### config.mk
export PLATFORM = sky130hd
export DESIGN_NAME = shiftreg_sipo_rx
export DESIGN_NICKNAME = d
export VERILOG_FILES = /design/src/rtl/shiftreg_sipo_rx.sv
export SDC_FILE = /design/constraint.sdc
export NUM_CORES = 1
export LEC_CHECK = 0
export ABC_AREA = 1
export BUFFER_PORTS_ARGS = -buffer_cell sky130_fd_sc_hd__buf_2
export CAP_MARGIN = 20
export CELL_PAD_IN_SITES_DETAIL_PLACEMENT = 0
export CELL_PAD_IN_SITES_GLOBAL_PLACEMENT = 1
export CORE_ASPECT_RATIO = 0.8
export CORE_MARGIN = 2
export CORE_UTILIZATION = 36
export DETAILED_ROUTE_END_ITERATION = 10
export PLACE_DENSITY = 0.7
export SLEW_MARGIN = 25
export SYNTH_ARGS = -nofsm -noshare
export SYNTH_HDL_FRONTEND = slang
export SYNTH_SLANG_ARGS = --single-unit
### constraint.sdc
create_clock -name clk -period 1.1 [get_ports clk]
set_input_delay 0.11 -clock clk [delete_from_list [all_inputs] [get_ports clk]]
set_output_delay 0.11 -clock clk [all_outputs]
set_load 0.02 [all_outputs]
### src/rtl/shiftreg_sipo_rx.sv
// Serial-in/parallel-out receiver: assembles MSB-first words into a valid/ready output register.
// Optional even-parity bit per frame enabled by defining SIPO_PARITY_EN.
module shiftreg_sipo_rx #(
    parameter int N = 8
) (
    input  logic         clk,
    input  logic         rst,
    input  logic         clr,
    input  logic         en,
    input  logic         din,
    output logic [N-1:0] dout,
    output logic         valid,
    input  logic         ready,
    output logic         busy,
    output logic         overrun,
    output logic         perr
);

    localparam int CW = $clog2(N + 2);
    localparam logic [CW-1:0] CNT_ZERO = {CW{1'b0}};
    localparam logic [CW-1:0] CNT_ONE  = CW'(1);
    localparam logic [CW-1:0] PAR_CNT  = CW'(N);
`ifdef SIPO_PARITY_EN
    localparam logic [CW-1:0] LAST_CNT = CW'(N);
`else
    localparam logic [CW-1:0] LAST_CNT = CW'(N - 1);
`endif

    localparam logic [1:0] ST_IDLE = 2'd0;
    localparam logic [1:0] ST_RECV = 2'd1;
    localparam logic [1:0] ST_PAR  = 2'd2;

`ifdef SIPO_PARITY_EN
    // Even parity: a nonzero XOR over data plus parity bit marks an error.
    function automatic logic parity_err(input logic [N-1:0] data, input logic pbit);
        return ^{data, pbit};
    endfunction
`endif

    logic [N-1:0]  shreg_r;
    logic [CW-1:0] cnt_r;
    logic [1:0]    state_s;
    logic [N-1:0]  shift_s;
    logic [N-1:0]  shreg_nxt_s;
    logic [CW-1:0] cnt_nxt_s;
    logic [N-1:0]  word_s;
    logic          complete_s;
    logic          perr_s;

    // State decode from the registered bit count.
    always_comb begin
        state_s = ST_RECV;
        if (cnt_r == CNT_ZERO) begin
            state_s = ST_IDLE;
        end else if (cnt_r == PAR_CNT) begin
            state_s = ST_PAR;
        end else begin
            state_s = ST_RECV;
        end
    end

    // Next shift/count values and word-completion detection.
    always_comb begin
        shift_s     = {shreg_r[N-2:0], din};
        shreg_nxt_s = shreg_r;
        cnt_nxt_s   = cnt_r;
        word_s      = shift_s;
        complete_s  = 1'b0;
        perr_s      = 1'b0;
        if (en) begin
            case (state_s)
                ST_IDLE, ST_RECV: begin
                    shreg_nxt_s = shift_s;
                    if (cnt_r == LAST_CNT) begin
                        cnt_nxt_s  = CNT_ZERO;
                        complete_s = 1'b1;
                    end else begin
                        cnt_nxt_s = cnt_r + CNT_ONE;
                    end
                end
`ifdef SIPO_PARITY_EN
                // Data already assembled; din is the parity bit.
                ST_PAR: begin
                    cnt_nxt_s  = CNT_ZERO;
                    complete_s = 1'b1;
                    word_s     = shreg_r;
                    perr_s     = parity_err(shreg_r, din);
                end
`endif
                default: begin
                    cnt_nxt_s = CNT_ZERO;
                end
            endcase
        end else begin
            cnt_nxt_s = cnt_r;
        end
    end

    // Shift register and bit counter.
    always_ff @(posedge clk or posedge rst) begin
        if (rst) begin
            shreg_r <= {N{1'b0}};
            cnt_r   <= CNT_ZERO;
        end else if (clr) begin
            shreg_r <= {N{1'b0}};
            cnt_r   <= CNT_ZERO;
        end else begin
            shreg_r <= shreg_nxt_s;
            cnt_r   <= cnt_nxt_s;
        end
    end

    // Output word register with one-word buffering and sticky overrun.
    always_ff @(posedge clk or posedge rst) begin
        if (rst) begin
            dout    <= {N{1'b0}};
            valid   <= 1'b0;
            overrun <= 1'b0;
            perr    <= 1'b0;
        end else if (clr) begin
            valid   <= 1'b0;
            overrun <= 1'b0;
            perr    <= 1'b0;
        end else if (complete_s) begin
            if (!valid || ready) begin
                dout  <= word_s;
                valid <= 1'b1;
                perr  <= perr_s;
            end else begin
                overrun <= 1'b1;
            end
        end else if (valid && ready) begin
            valid <= 1'b0;
        end
    end

    assign busy = (cnt_r != CNT_ZERO);

endmodule

After elaboration in Yosys (flattened, before gate mapping)
Index checks and enable logic that the tools add are counted.
{"block": "totals", "ff_bits": 22, "output_inout_bits": 12, "in_bits": 6, "word_cells": 52}
{"block": "op_classes", "n_mux": 22, "bitwise": 1, "eq_ne": 5, "reduce_logical": 17, "add_sub_neg": 1}
{"cell": "$mux W7", "count": 3}
{"cell": "$mux W4", "count": 4}
{"cell": "$mux W1", "count": 13}
{"cell": "$reduce_and A2 Y1", "count": 4}
{"cell": "$reduce_bool A2 Y1", "count": 4}
{"cell": "$add A4 B1 Y4 const B", "count": 1}
{"cell": "$eq A4 B3 Y1 const B", "count": 1}
{"cell": "$eq A4 B4 Y1 const B", "count": 1}
{"cell": "$logic_not A4 Y1", "count": 1}
{"cell": "$mux W2", "count": 2}
{"cell": "$reduce_bool A4 Y1", "count": 1}
{"cell": "$ne A3 B2 Y1 const B", "count": 1}
{"cell": "$reduce_and A3 Y1", "count": 1}
{"cell": "$reduce_bool A3 Y1", "count": 1}
{"cell": "$eq A2 B1 Y1 const B", "count": 1}
{"cell": "$logic_not A2 Y1", "count": 1}
{"cell": "$ne A2 B2 Y1 const B", "count": 1}
{"cell": "$reduce_or A2 Y1", "count": 1}
{"cell": "$logic_and A1 B1 Y1", "count": 1}
{"cell": "$logic_not A1 Y1", "count": 1}
{"cell": "$logic_or A1 B1 Y1", "count": 1}
{"cell": "$not A1 Y1", "count": 1}

Logic depth before layout (Yosys ltp)
Gate-level depths: netlist (run 1).
{"block": "depth", "ltp_word": 9, "depth_mapped": 7, "ltp_nobuf": 7}

Least setup slack after synthesis (run 1)
No wires, ideal clock.
{"block": "synth_timing", "path_kind": "reg2reg", "startpoint": "register cnt_r[0]", "endpoint": "register shreg_r[5]", "n_path_buf": 1, "t_arrival_ns": 1.123, "path_stages_with_launch": 8, "path_slack_ns": -0.097, "period_less_slack_ns": 1.197, "t_required_ns": 1.026, "setup_ns": 0.074, "cell_sequence": "dfrtp_1 -> inv_1 -> ha_1 -> nand3_2 -> nand2_4 -> buf_6 -> nand3_2 -> o21ai_2"}
{"block": "synth_via", "elab_chain_cells": 7, "word_cells_on_any_way": 9, "classes_between": "eq/ne (2); mux (2); reduce/logical (5)"}
{"element": "start: declaration", "line": "41", "rtl": "logic [CW-1:0] cnt_r;"}
{"element": "start signal: assignment", "line": "109", "rtl": "cnt_r <= cnt_nxt_s;"}
{"element": "$eq A4 B4 Y1", "line": "55", "rtl": "end else if (cnt_r == PAR_CNT) begin"}
{"element": "$mux W2", "line": "55"}
{"element": "$mux W2 (*)", "line": "53", "rtl": "if (cnt_r == CNT_ZERO) begin"}
{"element": "$eq A2 B1 Y1 / $logic_not A2 Y1 (equally long branches)", "line": "71", "rtl": "case (state_s)"}
{"element": "$reduce_or A2 Y1 (*)", "line": "71"}
{"element": "$reduce_bool A2 Y1 (no line) (*)"}
{"element": "$reduce_and A2 Y1 (no line) (*)"}
{"element": "end signal: assignment", "line": "102", "rtl": "shreg_r <= {N{1'b0}};"}
{"element": "end signal: assignment", "line": "105", "rtl": "shreg_r <= {N{1'b0}};"}
{"element": "end signal: assignment", "line": "108", "rtl": "shreg_r <= shreg_nxt_s;"}
{"element": "end: declaration", "line": "40", "rtl": "logic [N-1:0] shreg_r;"}
Every way passes the cells marked *; elsewhere a longest branch is shown, timed or not.
A chain may end at the register's enable or synchronous reset.

Final worst setup path (run 1)
{"block": "layout_timing", "startpoint": "register cnt_r[1]", "endpoint": "output port busy"}
{"block": "layout_via", "elab_chain_cells": 1}
{"element": "$reduce_bool A4 Y1", "line": "137", "rtl": "assign busy = (cnt_r != CNT_ZERO);"}
{"element": "end: declaration", "line": "14", "rtl": "output logic busy,"}
Every way passes these cells.

==> impl_metrics.ini, run 1 <==
[floorplan]
coreArea_mm2 = 0.00274
ioPinCount = 18
initial_core_util_pct = 37.7
die_h_um = 51.9
dieWidth_um = 63.9
rows = 17
die_area_mm2 = 0.00332

[sta]
fin_setup_tns_ns = -2.24
drv_slew = 0
clock.fmax_ghz = 0.780
period_share_pct = 117
final-hold-violation-count = 0
worst_slack_ns = -0.182
setup_viol = 20
rsz0062_at_grt = yes
period_minus_slack_ns = 1.28
clock_skew_ns = 0.0149

[run]
cap_violations = 0

[power_and_ir_drop]
p_leak_nw = 0.768
cellPowerDensity_mw_per_mm2 = 987
ir_drop_mv = 0.719
finalPower_mw = 1.39

[routing]
firstDrtPassIters = 4
vias = 854
drc = 0
drtIter0Drc = 44
wire_per_inst_um = 11.1
ant_nets = 0
wirelength_um = 2150
via_per_inst = 4.42

[place]
hpwlAfterDp_um = 1500
dp_slack_ns = -0.166
io_buffers = 16
placed_area_mm2 = 0.00124
place_congestion = 0.749

[critical_path]
worstPathMaxFanout = 2
cp.required_ns = 0.99
cp-end-kind = output port
critPathKind = register to output port
cp-start-kind = register
arrival_ns = 1.17

[outcome]
status = complete, but fails checks
violations = setup timing

[final_layout]
area_growth_pct = 36.6
design_area_mm2 = 0.00141
register_area_um2 = 526
drive_gt1_share_pct = 43.9
nFillCells = 253
antenna_cells = 0
finalNetCount = 164
utilization_pct = 51.4
multi_input_area_um2 = 524

[grt]
grt_pass1_wl_um = 3670
grt_antenna_before_repair = 0
first_global_vias = 794
grt_start_max_net_pins = 22
overflow = 0
grt_util_all_layers_pct = 14.8

[logic_synthesis]
yosysMostFrequentCell = nand2_1
synthesis.nets = 127
syn_inst = 119
async_flop_share_pct = 100
netlist_area_mm2 = 0.00103
syn_area_per_cell_um2 = 8.68
synth_area_leaders = dfrtp_1 (51%), nand2_1 (16%), nand3_2 (4.8%)
synth_top_cell_area_share_pct = 50.8
synth_edf_count = 0
synth_common_cells = nand2_1 (44), dfrtp_1 (21), inv_1 (11), nand3_1 (7)
ys_types = 21
ys_warn_count = 0
ys_seq_area_share_pct = 50.8
ys_ff_latch = 21
synth_ff_type = dfrtp_1
synth_largest_area_cell = dfrtp_1

[worst_hold_path]
hp-class = input pin to register

[clock_network]
htreeDepth = 1
clkTransAtPathRegs_ns = 0.13
numCtsBuffers = 3
cts.sinks = 21
cts_tree = done
cts-root-buf = clkbuf_4
cts.path.max_buffers = 2
insertion_delay_ns = 0.31
state kept, by name, indices dropped and copies added, names as in the netlist:
name	flops
dout	8
shreg_r	7
valid	1
cnt_r	4
overrun	1
cell families after synthesis:
| logic type | after synthesis | share of synthesized area (%) |
|---|---|---|
| flip-flops | 21 | 50.8 |
| AND/OR/NAND/NOR | 68 | 31.8 |
| AO/OA/AOI/OAI | 11 | 7.51 |
| adder cells (fa/ha/maj) | 2 | 2.42 |
| other | 1 | 0.363 |
| buffers and inverters | 16 | 7.02 |
worst paths after layout:
| path | end | cells past startpoint | startpoint | slack (ns) |
|---|---|---|---|---|
| setup / recovery | busy | 5 | cnt_r[1] | -0.18 |
| hold / removal | dout[0] | 3 | din | 0.01 |
| min in group asynchronous | cnt_r[2] | 4 | rst | 0.36 |
| setup reg to reg | dout[5] | 7 | cnt_r[0] | -0.15 |
| hold reg to reg | dout[1] | 2 | dout[1] | 0.48 |
| max in group asynchronous | dout[3] | 4 | rst | 0.51 |
cells in the final DEF, fill, tap and decap left out:
master / synthesis / layout
buf_6: 1 / 4
conb_1: 1 / 1
inv_2: 2 / 4
dlygate4sd3_1: 0 / 2
o21ai_0: 1 / 1
buf_4: 1 / 13
dfrtp_1: 21 / 21
nand2_1: 44 / 42
nand3_1: 7 / 4
buf_2: 1 / 15
clkbuf_4: 0 / 3
nand2_8: 0 / 1
nand2_2: 2 / 3
clkinv_2: 0 / 1
o21ai_2: 5 / 5
nor2_4: 1 / 1
nand3_2: 5 / 7
ha_4: 0 / 2
nand2_4: 1 / 2
a21oi_1: 4 / 3
nand3_4: 0 / 1
inv_1: 11 / 9
nand4_1: 2 / 2
nand4_2: 1 / 1
a21oi_2: 1 / 2
nor2_1: 5 / 2
nor2_2: 0 / 3
report_power, final:
group          leakage, nW  switching [mW]  internal, mW  total, mW
Combinational        0.461           0.123        0.0950      0.218
Sequential           0.289          0.0134         0.789      0.802
Clock               0.0177           0.237         0.136      0.373
stage by stage:
step / instances / hold WS (ns)
after floorplan: 119 / 0.0865
after global placement: 183 / 0.155
after detailed placement: 183 / 0.158
after CTS: 193 / 0.00274
after global routing: 193 / 0.0294
final: 193 / 0.0100
critical path, cell delays in order, from the launching register on:
cell and delay (ns):
dfrtp_1 0.40, inv_2 0.08, ha_4 0.13, buf_6 0.08, nand3_2 0.05, buf_6 0.13
repair_timing:
item | CTS | global route
cloned | 1 | 0
buffers inserted | 3 | 0
endpoints found under the hold margin | 23 | 0
setup endpoints to repair | 20 | 20
gates resized for setup | 19 | 2
pin swaps | 6 | 3
hold buffers | 2 | 0
layer usage:
metal | GRT usage (%) | share of wire [%]
met5 | 0 | 0
met4 | 4.35 | 0.79
met3 | 4.55 | 4.2
met2 | 22.0 | 43
met1 | 20.5 | 52
area by class of cell:
cell class / instances / area share (%)
tap: 38 / 3.37
timing repair buffer: 34 / 16.8
inverter: 13 / 3.46
sequential: 21 / 37.2
clock buffer: 3 / 1.60
clock inverter: 1 / 0.355
multi-input combinational: 83 / 37.1
No activity file was read; power rests on OpenSTA's default activity.
==> inputs of run 2 (changes only) <==
- ABC_AREA: 1 -> 0
- CORE_MARGIN: 2 -> unset
- CORE_UTILIZATION: 36 -> 38
- RECOVER_POWER: unset -> 100
==> run 2 against run 1 <==
Against the previous run:
- the flow finishes with violations (DRC, setup timing)
- sequential power shrank 0.9%
- clock skew shrank 0.0095 ns
- global-route usage grew 0.66 points
- wire length shrank 13%
- clock-buffer cell count grew 1
- combinational power shrank 6%
- via count shrank 21%
- non-clock buffer count grew 1
- design area shrank 6.6%
- maximum frequency shrank 16%
==> impl_metrics.ini, run 2 <==
[logic_synthesis]
synthSimpleGateAreaFrac_pct = 13.1
synthAdderAreaFrac_pct = 2.64
synth_largest_area_cell = dfrtp_1
synth_common_cells = dfrtp_1 (21), nand2_1 (11), mux2_2 (8), mux2i_1 (8), inv_1 (4)
async_flop_share_pct = 100
muxShareOfSynthArea_pct = 18.0
synth_top_family_by_area = multiplexers
netlist_area_um2 = 947
yosysMostFrequentCell = dfrtp_1
ys_warn_count = 0
ys_seq_area_share_pct = 55.5
synth_compound_area_share_pct = 6.74
synth_xor_area_share_pct = 0
syn_area_per_cell_um2 = 12.3
synth_area_leaders = dfrtp_1 (55%), mux2_2 (9.5%), mux2i_1 (8.5%)
synth_edf_count = 0
synthesis.nets = 85
syn_inst = 77
synth_ff_type = dfrtp_1
synth_top_cell_area_share_pct = 55.5
ys_types = 27
ys_ff_latch = 21

[sta]
final-hold-violation-count = 0
worstMarginPinSlew_ns = 0.522
period_minus_slack_ns = 1.52
worst_slack_ns = -0.423
period_share_pct = 138
rsz0062_at_grt = yes
clock.fmax_ghz = 0.656
drv_slew = 0
setup_viol = 21
clock_skew_ns = 0.00542
slew_headroom_pct = 65.2

[floorplan]
die_h_um = 46.7
ioPinCount = 18
dieWidth_um = 57.8
coreArea_mm2 = 0.00225
rows = 15
initial_core_util_pct = 42.1
die_area_mm2 = 0.00270

[final_layout]
register_area_um2 = 527
finalNetCount = 122
multi_input_area_um2 = 454
area_growth_pct = 39.2
mostFrequentLayoutCells = dfrtp_1 (20), buf_4 (10), nand2_1 (9), clkbuf_2 (9), mux2i_1 (8)
drive_gt1_share_pct = 53.1
nFillCells = 202
largest_reg_flops = 8
antenna_cells = 0
utilization_pct = 58.6
top_register = dout
largestRegisters = dout x8, shreg_r x7, cnt_r x4
final_common_cell = dfrtp_1

[routing]
via_per_inst = 4.91
firstDrtPassIters = 7
wirelength_um = 1860
drc = 3
vias = 677
ant_nets = 0
wire_per_inst_um = 13.5
drtIter0Drc = 31

[grt]
grt_start_max_net_pins = 22
first_global_vias = 621
overflow = 0
grt_util_all_layers_pct = 15.4
grt_antenna_before_repair = 0
grt_pass1_wl_um = 2920

[critical_path]
cp-end-kind = register
cp_cell_sequence = ha_4 > nand4b_4 > nor3b_4 > buf_12 > mux2_2
max_stage_delay_ns = 0.43
crit_slowest_cell = dfrtp_2
critPathKind = register to register
r2r_setup_slack_ns = -0.42
worstReg2RegStart = cnt_r[1]
worstPathMaxFanout = 8
r2r_end = dout[2]
cp-start-kind = register
cp.required_ns = 1.29
arrival_ns = 1.71
reg2reg_depth = 5

[worst_hold_path]
min-delay-start = clr
hp-class = input pin to register
hold_depth = 2
hold_path_end = valid

[clock_network]
cts-root-buf = clkbuf_4
cts_tree = done
cts.sinks = 21
cts.path.max_buffers = 2
insertion_delay_ns = 0.30
numCtsBuffers = 3
clkTransAtPathRegs_ns = 0.11
htreeDepth = 1

[power_and_ir_drop]
ir_drop_mv = 0.695
p_leak_nw = 0.681
cellPowerDensity_mw_per_mm2 = 1030

[place]
place_congestion = 0.831
dp_slack_ns = -0.430
io_buffers = 16
hpwlAfterDp_um = 1310

[outcome]
violations = DRC, setup timing
status = complete, but fails checks

[run]
cap_violations = 0
-- run 2: per-stage QoR --
stage	cells	instance area (um^2)	setup TNS [ns]	power (mW)	hold slack, ns
after detailed placement	130	1180	-7.34	0.961	0.155
after global placement	130	1180	-6.68	0.957	0.146
final	138	1320	-6.06	1.36	0.0304
after floorplan	77	962	-5.64	0.889	0.0865
after CTS	136	1290	-6.41	1.37	0.0263
after global routing	138	1320	-7.38	1.43	0.0150
-- run 2: layout make-up --
class	instances	share of cell area, %
clock buffers	4	1.99
inverters	5	1.42
multi-input cells	48	34.4
flip-flops and latches	21	39.9
well taps	25	2.37
repair buffers	35	19.8
-- run 2: how the worst max path moves through the flow --
stage                  start      end  cells past startpoint
floorplan           cnt_r[1]  dout[0]                      4
finish              cnt_r[1]  dout[2]                      5
global placement    cnt_r[1]  dout[3]                      5
global route        cnt_r[0]     busy                      6
CTS                 cnt_r[1]  dout[5]                      5
detailed placement  cnt_r[1]  dout[3]                      5
-- run 2: kinds of logic after synthesis --
kind of cell,Yosys count
AOI/OAI and AO/OA,9
adders and majority gates,2
buffers and inverters,8
DFF,21
muxes,16
other,1
and+or+nand+nor,20
-- run 2: repair_timing --
| item | CTS | global route |
|---|---|---|
| setup buffers | 1 | 2 |
| hold buffers | 1 | 0 |
| endpoints found under the setup margin | 20 | 21 |
| resized for setup | 21 | 6 |
| endpoints found under the hold margin | 21 | 0 |
| pin swaps | 7 | 2 |
-- run 2: routing by layer --
metal  global-route usage, %  up-vias  routed length [um]
li1                        -      340                   -
met1                    19.9      316                 920
met2                    24.4       17                 819
met3                    5.90        4                  87
met4                    4.29        0                  34
met5                       0        -                   0
-- run 2: report_power, final --
| part | internal, mW | switching (mW) | total, mW |
|---|---|---|---|
| Sequential | 0.783 | 0.0117 | 0.795 |
| Combinational | 0.108 | 0.0983 | 0.206 |
| Clock | 0.141 | 0.218 | 0.359 |
| Total | 1.03 | 0.328 | 1.36 |
-- run 2: worst max-delay path, delay by kind of cell, from the launching register on --
family / cells / cell delay [ns]
and+or+nand+nor: 2 / 0.35
muxes: 1 / 0.33
DFF: 1 / 0.43
adders and majority gates: 1 / 0.16
buffers and inverters: 1 / 0.16
==> inputs of run 3 (changes only) <==
- SKIP_CTS_REPAIR_TIMING: unset -> 1
==> run 3 against run 2 <==
Against the previous run:
- the run still ends with DRC, setup timing left
- design area up 1.0%
- worst hold slack worse by 0.0021 ns
- die area unchanged
- clock-buffer cell count unchanged
- clock power about the same
- wire length down 0.22%
- register-to-register slack about the same
- maximum frequency about the same
- flip-flop and latch count unchanged
- core utilization up 0.61 points
- critical endpoint is now dout[3]
- largest power group unchanged
==> impl_metrics.ini, run 3 (synthesized netlist as in run 2, its figures left out) <==
[outcome]
status = complete, but fails checks
violations = DRC, setup timing

[sta]
fin_setup_tns_ns = -6.47
worst_slack_ns = -0.423
drv_slew = 0
clock.fmax_ghz = 0.657
clock_skew_ns = 0.00544
rsz0062_at_grt = yes
period_share_pct = 138
period_minus_slack_ns = 1.52
setup_viol = 20
worstMarginPinSlew_ns = 0.516
slew_headroom_pct = 65.6
final-hold-violation-count = 0

[grt]
grt_start_max_net_pins = 22
grt_util_all_layers_pct = 14.4
grt_pass1_wl_um = 2750
grt_antenna_before_repair = 0
first_global_vias = 604
overflow = 0

[floorplan]
ioPinCount = 18
coreArea_mm2 = 0.00225
die_h_um = 46.7
dieWidth_um = 57.8
rows = 15
die_area_mm2 = 0.00270
initial_core_util_pct = 42.1

[clock_network]
numCtsBuffers = 3
cts-root-buf = clkbuf_4
cts_tree = done
htreeDepth = 1
insertion_delay_ns = 0.30
cts.path.max_buffers = 2
cts.sinks = 21
clkTransAtPathRegs_ns = 0.11

[routing]
drtIter0Drc = 25
wirelength_um = 1860
via_per_inst = 4.91
vias = 673
drc = 3
firstDrtPassIters = 7
wire_per_inst_um = 13.5
ant_nets = 0

[power_and_ir_drop]
p_seq_share_pct = 58.5
ir_drop_mv = 0.692
p_clk_share_pct = 26.4
switching_share_pct = 24.0
p_leak_nw = 0.683
internal-power_mw = 1.03
p_comb_share_pct = 15.0
finalPower_mw = 1.36
cellPowerDensity_mw_per_mm2 = 1020
power.switching_mw = 0.326

[critical_path]
r2r_setup_slack_ns = -0.42
cp.required_ns = 1.29
cp_cell_sequence = ha_4 > nand4b_4 > nor3b_4 > buf_12 > mux2_4
cpLargestDelayFamily = flip-flops
crit_slowest_cell = dfrtp_2
cp-start-kind = register
worstPathMaxFanout = 8
cp-end-kind = register
path_buf_inv = 1
critical_path_depth = 5
worstReg2RegStart = cnt_r[1]
arrival_ns = 1.71
r2r_end = dout[3]
reg2reg_depth = 5
crit_start = cnt_r[1]
cp-endpoint = dout[3]
critPathKind = register to register
max_stage_delay_ns = 0.43

[final_layout]
final_common_cell = dfrtp_1
top_register = dout
largest_reg_flops = 8
largestRegisters = dout x8, shreg_r x7, cnt_r x4
mostFrequentLayoutCells = dfrtp_1 (20), nand2_1 (10), clkbuf_2 (9), buf_4 (9)
area_growth_pct = 40.7
finalNetCount = 121
antenna_cells = 0
drive_gt1_share_pct = 51.8
layout.cells.non_filler = 137

[place]
place_inst = 130
hpwlAfterDp_um = 1310
place_congestion = 0.831
io_buffers = 16

[worst_hold_path]
hp-class = input pin to register

[run]
cap_violations = 0
[run 3: how the worst min path moves through the flow]
stage | startpoint | end | slack, ns | cells after the start
global route | clr | valid | 0.02 | 2
finish | clr | valid | 0.03 | 2
floorplan | rst | cnt_r[0] | 0.09 | 1
CTS | rst | overrun | -0.18 | 3
detailed placement | rst | overrun | 0.15 | 3
global placement | rst | dout[6] | 0.15 | 3
[run 3: power by group through the flow]
stage               sequential (mW)  combinational [mW]  clock, mW
finish                        0.795               0.204      0.359
global route                  0.797               0.225      0.408
global placement              0.808               0.150          0
CTS                           0.793               0.153      0.378
floorplan                     0.807              0.0821          0
detailed placement            0.808               0.153          0
[run 3: metrics by stage]
| step | hold WS, ns | cell area [um^2] | util, % | setup slack, ns |
|---|---|---|---|---|
| 2_1_floorplan | 0.0865 | 962 | - | -0.413 |
| 3_3_place_gp | 0.146 | 1180 | 52.4 | -0.410 |
| 3_5_place_dp | 0.155 | 1180 | 52.4 | -0.430 |
| 4_1_cts | -0.180 | 1210 | 53.6 | -0.528 |
| 5_1_grt | 0.0217 | 1330 | 59.2 | -0.477 |
| 6_report | 0.0282 | 1330 | 59.2 | -0.423 |
[run 3: per-layer routing]
metal | share of wire (%) | wire (um) | global-route usage [%] | vias to the layer above
li1 | - | - | - | 336
met1 | 49 | 918 | 18.7 | 322
met2 | 46 | 852 | 22.3 | 13
met3 | 4.0 | 74 | 5.90 | 2
met4 | 0.54 | 10 | 4.29 | 0
met5 | 0 | 0 | 0 | -
[run 3: cell type report]
class | instances | area, um^2
clock buffer | 4 | 26.3
fill | 200 | 920
inverter | 5 | 18.8
multi-input combinational | 48 | 475
sequential | 21 | 527
tap | 25 | 31.3
timing repair buffer | 34 | 254
